[config.mk]
export PLATFORM = sky130hd
export DESIGN_NAME = rx_frame_check_flat
export DESIGN_NICKNAME = d
export VERILOG_FILES = /design/src/rtl/uart_rx_pkg.sv /design/src/rtl/rx_frame_check_if.sv /design/src/rtl/sat_counter.sv /design/src/rtl/rx_frame_check.sv /design/src/flat_wrapper.sv
export SDC_FILE = /design/constraint.sdc
export NUM_CORES = 1
export LEC_CHECK = 0
export ABC_AREA = 0
export CELL_PAD_IN_SITES_DETAIL_PLACEMENT = 1
export CELL_PAD_IN_SITES_GLOBAL_PLACEMENT = 1
export CORE_MARGIN = 4
export CORE_UTILIZATION = 45
export DETAILED_ROUTE_END_ITERATION = 10
export PLACE_DENSITY = 0.88
export SYNTH_ARGS = -nofsm -noshare
export SYNTH_HDL_FRONTEND = slang
export SYNTH_HIERARCHICAL = 1
export SYNTH_SLANG_ARGS = --single-unit
[constraint.sdc]
create_clock -name CLK -period 4.85 [get_ports CLK]
set_input_delay 0.7275 -clock CLK [delete_from_list [all_inputs] [get_ports CLK]]
set_output_delay 0.7275 -clock CLK [all_outputs]
set_load 0.1 [all_outputs]
[src/rtl/uart_rx_pkg.sv]
// Shared definitions for the UART receive frame checker.
//   par_typ_e : parity modes as encoded on PAR_TYP
//   state_e   : frame checker FSM states
//   expected_parity() : parity bit value the line should carry for a given mode
package uart_rx_pkg;

  typedef enum logic [1:0] {
    ParEven  = 2'b00,
    ParOdd   = 2'b01,
    ParMark  = 2'b10,
    ParSpace = 2'b11
  } par_typ_e;

  typedef enum logic [1:0] {
    StIdle   = 2'b00,
    StData   = 2'b01,
    StParity = 2'b10,
    StStop   = 2'b11
  } state_e;

  // acc is the XOR of all data bits received so far.
  function automatic logic expected_parity(par_typ_e typ, logic acc);
    logic exp_bit;
    unique case (typ)
      ParEven:  exp_bit = acc;
      ParOdd:   exp_bit = ~acc;
      ParMark:  exp_bit = 1'b1;
      ParSpace: exp_bit = 1'b0;
      default:  exp_bit = 1'b0;
    endcase
    return exp_bit;
  endfunction

endpackage

[src/rtl/rx_frame_check_if.sv]
// Bit-stream in / frame-result out bundle of the frame checker.
//   frame_start, bit_valid, sampled_bit : from the bit sampler (master drives)
//   P_Data, frame_done, par_error, stp_error : frame results (slave drives)
interface rx_frame_check_if #(
  parameter int unsigned DATA_WIDTH = 8
);

  logic                  frame_start;
  logic                  bit_valid;
  logic                  sampled_bit;
  logic [DATA_WIDTH-1:0] P_Data;
  logic                  frame_done;
  logic                  par_error;
  logic                  stp_error;

  modport master (
    output frame_start, bit_valid, sampled_bit,
    input  P_Data, frame_done, par_error, stp_error
  );

  modport slave (
    input  frame_start, bit_valid, sampled_bit,
    output P_Data, frame_done, par_error, stp_error
  );

endinterface

[src/rtl/sat_counter.sv]
// Saturating up-counter with synchronous clear.
//   CLK, RST : clock, asynchronous active-high reset
//   clr      : synchronous clear, wins over inc
//   inc      : add one unless already at all-ones
//   count    : current value
module sat_counter #(
  parameter int unsigned WIDTH = 8
) (
  input  logic             CLK,
  input  logic             RST,
  input  logic             clr,
  input  logic             inc,
  output logic [WIDTH-1:0] count
);

  logic [WIDTH-1:0] count_q, count_d;

  always_comb begin
    count_d = count_q;
    if (clr) begin
      count_d = '0;
    end else if (inc && (count_q != '1)) begin
      count_d = count_q + WIDTH'(1);
    end
  end

  always_ff @(posedge CLK or posedge RST) begin
    if (RST) begin
      count_q <= '0;
    end else begin
      count_q <= count_d;
    end
  end

  assign count = count_q;

endmodule

[src/rtl/rx_frame_check.sv]
// UART receive frame checker: assembles DATA_WIDTH data bits (LSB first), checks the
// optional parity bit and the stop bit, and keeps saturating error counters.
//   CLK, RST      : clock, asynchronous active-high reset
//   PAR_EN        : frame carries a parity bit (latched at frame_start)
//   PAR_TYP       : parity mode (latched at frame_start)
//   err_clr       : synchronous clear of both counters
//   rx            : bit-stream inputs and frame results
//   par_err_cnt   : frames completed with a parity error
//   stp_err_cnt   : frames completed with a stop error
module rx_frame_check
  import uart_rx_pkg::*;
#(
  parameter int unsigned DATA_WIDTH = 8,
  parameter int unsigned CNT_WIDTH  = 8
) (
  input  logic                 CLK,
  input  logic                 RST,
  input  logic                 PAR_EN,
  input  logic [1:0]           PAR_TYP,
  input  logic                 err_clr,
  rx_frame_check_if.slave      rx,
  output logic [CNT_WIDTH-1:0] par_err_cnt,
  output logic [CNT_WIDTH-1:0] stp_err_cnt
);

  localparam int unsigned BitCntW = $clog2(DATA_WIDTH + 1);

  state_e                state_q, state_d;
  logic [BitCntW-1:0]    bit_cnt_q, bit_cnt_d;
  logic                  acc_q, acc_d;
  logic [DATA_WIDTH-1:0] shift_q, shift_d;
  logic                  par_en_q, par_en_d;
  par_typ_e              par_typ_q, par_typ_d;
  logic                  par_bad_q, par_bad_d;   // parity verdict of the frame in flight
  logic [DATA_WIDTH-1:0] data_out_q, data_out_d;
  logic                  done_q, done_d;
  logic                  par_error_q, par_error_d;
  logic                  stp_error_q, stp_error_d;

  always_comb begin
    state_d     = state_q;
    bit_cnt_d   = bit_cnt_q;
    acc_d       = acc_q;
    shift_d     = shift_q;
    par_en_d    = par_en_q;
    par_typ_d   = par_typ_q;
    par_bad_d   = par_bad_q;
    data_out_d  = data_out_q;
    done_d      = 1'b0;
    par_error_d = par_error_q;
    stp_error_d = stp_error_q;

    // A start pulse restarts from any state and swallows a coincident bit strobe.
    if (rx.frame_start) begin
      state_d   = StData;
      bit_cnt_d = '0;
      acc_d     = 1'b0;
      par_en_d  = PAR_EN;
      par_typ_d = par_typ_e'(PAR_TYP);
      par_bad_d = 1'b0;
    end else if (rx.bit_valid) begin
      unique case (state_q)
        StIdle: ;
        StData: begin
          shift_d   = {rx.sampled_bit, shift_q[DATA_WIDTH-1:1]};
          acc_d     = acc_q ^ rx.sampled_bit;
          bit_cnt_d = bit_cnt_q + BitCntW'(1);
          if (bit_cnt_q == BitCntW'(DATA_WIDTH - 1)) begin
            state_d = par_en_q ? StParity : StStop;
          end
        end
        StParity: begin
          par_bad_d = rx.sampled_bit != expected_parity(par_typ_q, acc_q);
          state_d   = StStop;
        end
        StStop: begin
          state_d     = StIdle;
          done_d      = 1'b1;
          data_out_d  = shift_q;
          par_error_d = par_en_q & par_bad_q;
          stp_error_d = ~rx.sampled_bit;
        end
        default: state_d = StIdle;
      endcase
    end
  end

  always_ff @(posedge CLK or posedge RST) begin
    if (RST) begin
      state_q     <= StIdle;
      bit_cnt_q   <= '0;
      acc_q       <= 1'b0;
      shift_q     <= '0;
      par_en_q    <= 1'b0;
      par_typ_q   <= ParEven;
      par_bad_q   <= 1'b0;
      data_out_q  <= '0;
      done_q      <= 1'b0;
      par_error_q <= 1'b0;
      stp_error_q <= 1'b0;
    end else begin
      state_q     <= state_d;
      bit_cnt_q   <= bit_cnt_d;
      acc_q       <= acc_d;
      shift_q     <= shift_d;
      par_en_q    <= par_en_d;
      par_typ_q   <= par_typ_d;
      par_bad_q   <= par_bad_d;
      data_out_q  <= data_out_d;
      done_q      <= done_d;
      par_error_q <= par_error_d;
      stp_error_q <= stp_error_d;
    end
  end

  assign rx.P_Data     = data_out_q;
  assign rx.frame_done = done_q;
  assign rx.par_error  = par_error_q;
  assign rx.stp_error  = stp_error_q;

  // Counters step on the edge that ends the frame_done cycle, so an err_clr held
  // during frame_done meets the increment on the same edge and wins.
  sat_counter #(
    .WIDTH(CNT_WIDTH)
  ) u_par_cnt (
    .CLK  (CLK),
    .RST  (RST),
    .clr  (err_clr),
    .inc  (done_q & par_error_q),
    .count(par_err_cnt)
  );

  sat_counter #(
    .WIDTH(CNT_WIDTH)
  ) u_stp_cnt (
    .CLK  (CLK),
    .RST  (RST),
    .clr  (err_clr),
    .inc  (done_q & stp_error_q),
    .count(stp_err_cnt)
  );

endmodule

[src/flat_wrapper.sv]
// flat-port wrapper written by rule: the top's interface ports become plain ports
module rx_frame_check_flat import uart_rx_pkg::*;
#(
  parameter int unsigned DATA_WIDTH = 8,
  parameter int unsigned CNT_WIDTH  = 8
)
  (CLK, RST, PAR_EN, PAR_TYP, err_clr, par_err_cnt, stp_err_cnt, rx_frame_start, rx_bit_valid, rx_sampled_bit, rx_P_Data, rx_frame_done, rx_par_error, rx_stp_error);
  rx_frame_check_if #(.DATA_WIDTH(DATA_WIDTH)) rx_i ();
  input  logic CLK;
  input  logic RST;
  input  logic PAR_EN;
  input  logic [1:0] PAR_TYP;
  input  logic err_clr;
  output logic [CNT_WIDTH-1:0] par_err_cnt;
  output logic [CNT_WIDTH-1:0] stp_err_cnt;
  input wire logic [$bits(rx_i.frame_start)-1:0] rx_frame_start;
  input wire logic [$bits(rx_i.bit_valid)-1:0] rx_bit_valid;
  input wire logic [$bits(rx_i.sampled_bit)-1:0] rx_sampled_bit;
  output wire logic [$bits(rx_i.P_Data)-1:0] rx_P_Data;
  output wire logic [$bits(rx_i.frame_done)-1:0] rx_frame_done;
  output wire logic [$bits(rx_i.par_error)-1:0] rx_par_error;
  output wire logic [$bits(rx_i.stp_error)-1:0] rx_stp_error;
  assign rx_i.frame_start = rx_frame_start;
  assign rx_i.bit_valid = rx_bit_valid;
  assign rx_i.sampled_bit = rx_sampled_bit;
  assign rx_P_Data = rx_i.P_Data;
  assign rx_frame_done = rx_i.frame_done;
  assign rx_par_error = rx_i.par_error;
  assign rx_stp_error = rx_i.stp_error;
  rx_frame_check #(.DATA_WIDTH(DATA_WIDTH), .CNT_WIDTH(CNT_WIDTH)) u_core (.CLK(CLK), .RST(RST), .PAR_EN(PAR_EN), .PAR_TYP(PAR_TYP), .err_clr(err_clr), .rx(rx_i), .par_err_cnt(par_err_cnt), .stp_err_cnt(stp_err_cnt));
endmodule
; ---- Yosys cells after proc, flatten, opt, wreduce, memory -nomap -nowiden
; Cells that the tools add are included.
[op_classes]
n_addsub = 3
eq_ne = 11
muxes = 25
bitwise = 7
reduce_logical = 14
[op_table]
columns = operator, n
row1 = 8-bit 2-to-1 mux, 4
row2 = "8-bit by 1-bit adder with 8-bit output, second input constant", 2
row3 = "8-bit inequality test, second input constant", 2
row4 = 1-bit 2-to-1 mux, 13
row5 = 4-bit 2-to-1 mux, 3
row6 = 2-bit nonzero test, 5
row7 = 3-bit AND reduction, 3
row8 = "2-bit == test, second input constant", 4
row9 = 2-bit 2-to-1 mux, 3
row10 = 2-bit one-hot mux with 3 select lines, 1
row11 = "4-bit by 1-bit adder with 4-bit output, second input constant", 1
row12 = "2-bit by 1-bit == test with 1-bit output, second input constant", 2
row13 = "4-bit by 3-bit == test with 1-bit output, second input constant", 1
row14 = 1-bit one-hot mux with 4 select lines, 1
row15 = 2-bit AND reduction, 2
row16 = 4-bit nonzero test, 1
row17 = 1-bit bitwise AND, 3
row18 = "3-bit by 2-bit inequality test with 1-bit output, second input constant", 1
row19 = 1-bit NOT, 3
row20 = 1-bit logical AND, 2
row21 = 2-bit logical NOT, 1
row22 = 1-bit inequality test, 1
row23 = 1-bit bitwise XOR, 1
[totals]
regBits = 46
in_bits = 9
output_inout_bits = 27
word_cells = 73

; ---- Depth between registers and ports, before layout
[depth]
word_depth = 9
ltp_mapped = 4
depth_no_buf = 4

; ---- Cells and area by module
; Netlist, hierarchy kept.
[by_module_without_submodules]
columns = mod, instances, cells_each, area_per_inst_um2, seq_area_each_um2
row1 = rx_frame_check, 1, 92, 1237.4, 750.7
row2 = sat_counter, 2, 49, 504.2, 200.2

; ---- Worst setup path before layout
; No wires, ideal clock.
[synth_timing]
kind = reg-to-reg
from = register u_core.par_error_q, in the netlist u_core/rx.par_error
to = register u_core.u_par_cnt.count_q[5], in the netlist u_core/u_par_cnt/count[5]
setup_time_ps = 125
arrival_time_ps = 1990
required_ps = 4725
path_slack_ps = 2735
path_stages_with_launch = 5
path_buffers = 0
synth_period_minus_slack_ps = 2115
cell_sequence = dfrtp_1 > and2_1 > nand4_1 > a211oi_2 > mux2_4
[synth_via]
elab_chain_cells = 3
[synth_lines]
columns = item, line
row1 = from (decl), rx_frame_check.sv:37  ; logic par_error_q, par_error_d;
row2 = from (signal assigned), rx_frame_check.sv:111  ; par_error_q <= par_error_d;
row3 = 1-bit bitwise AND, rx_frame_check.sv:129  ; .inc (done_q & par_error_q),
row4 = 1-bit logical AND, sat_counter.sv:22  ; end else if (inc && (count_q != '1)) begin
row5 = 2-bit nonzero test (no line), -
row6 = to (signal assigned), sat_counter.sv:31  ; count_q <= count_d;
row7 = to (decl), sat_counter.sv:16  ; logic [WIDTH-1:0] count_q, count_d;
; No other way between the ends.
; A chain may end at the register's enable or synchronous reset.

; ---- Final worst setup path
[layout_timing]
from = register u_core.u_stp_cnt.count_q[2], in the netlist u_core/u_stp_cnt/count[2]
to = output port stp_err_cnt[2]
[layout_rtl]
columns = item, line
row1 = from (decl), sat_counter.sv:16
row2 = from (signal assigned), sat_counter.sv:31
row3 = to (decl), flat_wrapper.sv:15  ; output logic [CNT_WIDTH-1:0] stp_err_cnt;
; No word-level cell between the ends.

==> flow_summary.toml <==
[synth]
synth.mux.area_fraction_pct = 16.2
synth_top_family_by_area = "simple AND/OR/NAND/NOR gates"
post-synth-top-count-cell = "sky130_fd_sc_hd__dfrtp_1"
yosys-top-cells-area = "sky130_fd_sc_hd__dfrtp_1 (51%), sky130_fd_sc_hd__mux2_2 (9.5%), sky130_fd_sc_hd__mux2_4 (5.3%)"
synth_edf_count = 0
post_synth.cell_area_avg_um2 = 11.8
xor_xnor_portion_of_the_synthesized_cell_area_pct = 1.95
synth_adder_area_share_pct = 1.67
ys_warn_count = 6
synth_simple_gate_area_share_pct = 17.0
yosys_register_bits = 46
postSynth.topFlopCell = "sky130_fd_sc_hd__dfrtp_1"
asyncSetResetFlopFracSynth_pct = 100
synth.net_count = 202
synth-compound-area-share_pct = 9.08
synth_largest_area_cell = "sky130_fd_sc_hd__dfrtp_1"
synth.yosys.seq_area_share_pct = 51.3
synth.cells.most_frequent = "sky130_fd_sc_hd__dfrtp_1 (46), sky130_fd_sc_hd__mux2_2 (19), sky130_fd_sc_hd__nand2_1 (14), sky130_fd_sc_hd__nor2_1 (14)"
post_synth_inst_count = 190
synth.top_cell.area_share_pct = 51.3
synth_area_mm2 = 0.00225
ys_types = 38

[critical_path]
worst_path_dominant_cell_family = "buffers and inverters"
crit_path_end_kind = "output pin"
timing.critical_path.cells = "clkdlybuf4s50_1"
worst_setup_path_start_kind = "flop"
cp_num_buf_inv = 1
timing.critical_path.slowest_cell_delay_ps = 1180
crit_fanout = 7
crit_slowest_cell = "sky130_fd_sc_hd__clkdlybuf4s50_1"
worstSetupPathType = "flop to output pin"
crit_required_ps = 4120
worstPathArrival_ps = 1950

[place]
port_buffers = 35
routabilityCongestion = 0.731
dp.final_hpwl_um = 3720

[clocking]
clock_latency_ps = 300
cts_resized = 0
clock_tree.root_cell = "sky130_fd_sc_hd__clkbuf_8"
tritoncts = "built"
holdBufCountCts = 0
cts.clk_slew.worst_paths_ps = 90
htreeDepth = 2
cts-root-to-sink-buffers = 2
clock_sinks = 46
postCtsSetupRepairBufs = 0
tritoncts.num_buffers = 5

[route]
antenna_violating_nets_post_route = 0
route.detailed.drc = 0
drt-wirelength-per-cell_um = 17.0
route.final.wire_length_um = 5010
drt_pre_antenna_iters = 4
drt-initial-drc-count = 80
routed_via_density = 5.34
routed-via-count = 1569

[timing]
timing.slew.headroom_pct = 26.5
final-setup-viol-count = 0
fin_crit_sh_pct = 55.3
final.setup_skew_ps = 5.54
max_slew.worst_pin.slew_ps = 1100
final_max_slew_violation_count = 0
timing_hold_violations_final = 0
finalSetupTns_ps = 0
final.min_clock_period_ps = 2680
fmaxAchievable_ghz = 0.373
setup_repair_after_global_routing_missed_its_margin = "false"

[power]
peakVddDrop_v = 0.000176
power.density_cell_area_mw_per_mm2 = 274
cellLeakagePower_nw = 1.22
post-layout-total-power_w = 0.000749

[run]
max_cap_viol_count = 0

[floorplanning]
die_height_um = 78.6
die_area_mm2 = 0.00619
top_level_ports = 36
core_region_area_mm2 = 0.00479
rows = 25
initial_utilization_pct = 46.9
die_width_um = 78.6

[final_layout]
proportion_of_layout_cells_with_a_drive_suffix_above_1_pct = 19.8
antenna-diode-count = 0
finish.net_count = 238
syn2layout_area_growth_pct = 21.7

[run_status]
outcome = "finished clean"

[grt]
grt_max_degree = 31
grt_pass1_vias = 1756
grt_antenna_before_repair = 0
wire_length_of_the_first_global_routing_pass_um = 8570
global_route.usage.total_pct = 17.7
grt.overflow.total = 0

[hold_path]
hold_path_class = "flop to flop"
sequential cells by signal, indices dropped and copies added (netlist names):
signal	count
u_core/par_en_q	1
u_core/u_stp_cnt/count	8
u_core/par_typ_q	2
u_core/rx.P_Data	8
u_core/acc_q	1
u_core/rx.stp_error	1
u_core/shift_q	8
u_core/rx.frame_done	1
u_core/bit_cnt_q	4
u_core/u_par_cnt/count	8
u_core/rx.par_error	1
u_core/state_q	2
u_core/par_bad_q	1
power by group:
group	internal (W)	switching, W	total [W]
Combinational	0.0000365	0.0000331	0.0000696
Sequential	0.000415	0.0000239	0.000439
Clock	0.000104	0.000136	0.000240
Total	0.000555	0.000193	0.000749
cell type report:
type / instances / area [µm²]
fillers: 514 / 2050
flip-flops and latches: 46 / 1150
multi-input cells: 132 / 1030
repair buffers: 35 / 350
well taps: 67 / 83.8
clock buffers: 5 / 68.8
clock inverters: 3 / 25.0
inverters: 6 / 22.5
logic make-up (layout without fill, tap and decap cells):
family	Yosys count	in the layout
AOI/OAI and AO/OA	26	26
muxes	30	30
buffers and inverters	12	49
xor gates and xnor gates	5	5
and+or+nand+nor	68	68
DFF	46	46
adders and majority gates	3	3
routing by layer:
metal  GRT usage [%]  wire length (µm)  share of wire, %
met5               0                 0                 0
met4            4.72                45              0.90
met3            4.47               193               3.9
met2            31.3              2630                53
met1            21.3              2140                43
cell usage in the layout, fill, tap and decap left out, types with 2 or more instances in the layout:
cell type                         instances
sky130_fd_sc_hd__mux2i_1                  3
sky130_fd_sc_hd__o21bai_1                 2
sky130_fd_sc_hd__mux2_4                   8
sky130_fd_sc_hd__and3_1                   2
sky130_fd_sc_hd__and4_1                   2
sky130_fd_sc_hd__nand2_1                 14
sky130_fd_sc_hd__ha_1                     3
sky130_fd_sc_hd__or3_1                    2
sky130_fd_sc_hd__nand4b_1                 5
sky130_fd_sc_hd__clkbuf_8                 5
sky130_fd_sc_hd__nand2b_1                 2
sky130_fd_sc_hd__nand4_1                  4
sky130_fd_sc_hd__a21boi_2                 2
sky130_fd_sc_hd__mux2_2                  19
sky130_fd_sc_hd__xor2_1                   3
sky130_fd_sc_hd__o21ai_0                  4
sky130_fd_sc_hd__xnor2_1                  2
sky130_fd_sc_hd__a21oi_1                  6
sky130_fd_sc_hd__o211a_1                  2
sky130_fd_sc_hd__clkdlybuf4s50_1         35
sky130_fd_sc_hd__nor2_1                  14
sky130_fd_sc_hd__a21oi_2                  4
sky130_fd_sc_hd__and2b_1                  2
sky130_fd_sc_hd__nor2b_1                  8
sky130_fd_sc_hd__o311a_1                  2
sky130_fd_sc_hd__nor3_1                   2
sky130_fd_sc_hd__and2_1                   2
sky130_fd_sc_hd__inv_1                    6
sky130_fd_sc_hd__a211oi_2                 2
sky130_fd_sc_hd__nand3_1                  5
sky130_fd_sc_hd__dfrtp_1                 46
path summary, 6_finish.rpt:
check                                               start                   endpoint  slack, ps  cells past startpoint
worst max-delay path            u_core/u_stp_cnt/count[2]             stp_err_cnt[2]       2170                      1
worst min register to register        u_core/rx.P_Data[1]        u_core/rx.P_Data[1]        520                      1
max in group asynchronous                             RST          u_core/state_q[0]       3090                      2
worst min-delay path                  u_core/rx.P_Data[1]        u_core/rx.P_Data[1]        520                      1
worst max register to register  u_core/u_par_cnt/count[0]  u_core/u_par_cnt/count[5]       3180                      4
min in group asynchronous                             RST  u_core/u_par_cnt/count[6]        770                      2
metrics by stage:
stage	instance area (µm²)	utilization [%]	setup WS, ps	cells	hold WS (ps)
detailed placement	2640	55.2	2060	286	499
finish	2730	57.1	2170	294	517
global route	2730	57.1	2110	294	545
floorplan	2250	-	2740	190	477
CTS	2730	57.1	2160	294	524
global placement	2640	55.2	2180	286	487
No activity file was read; power rests on OpenSTA's default activity.
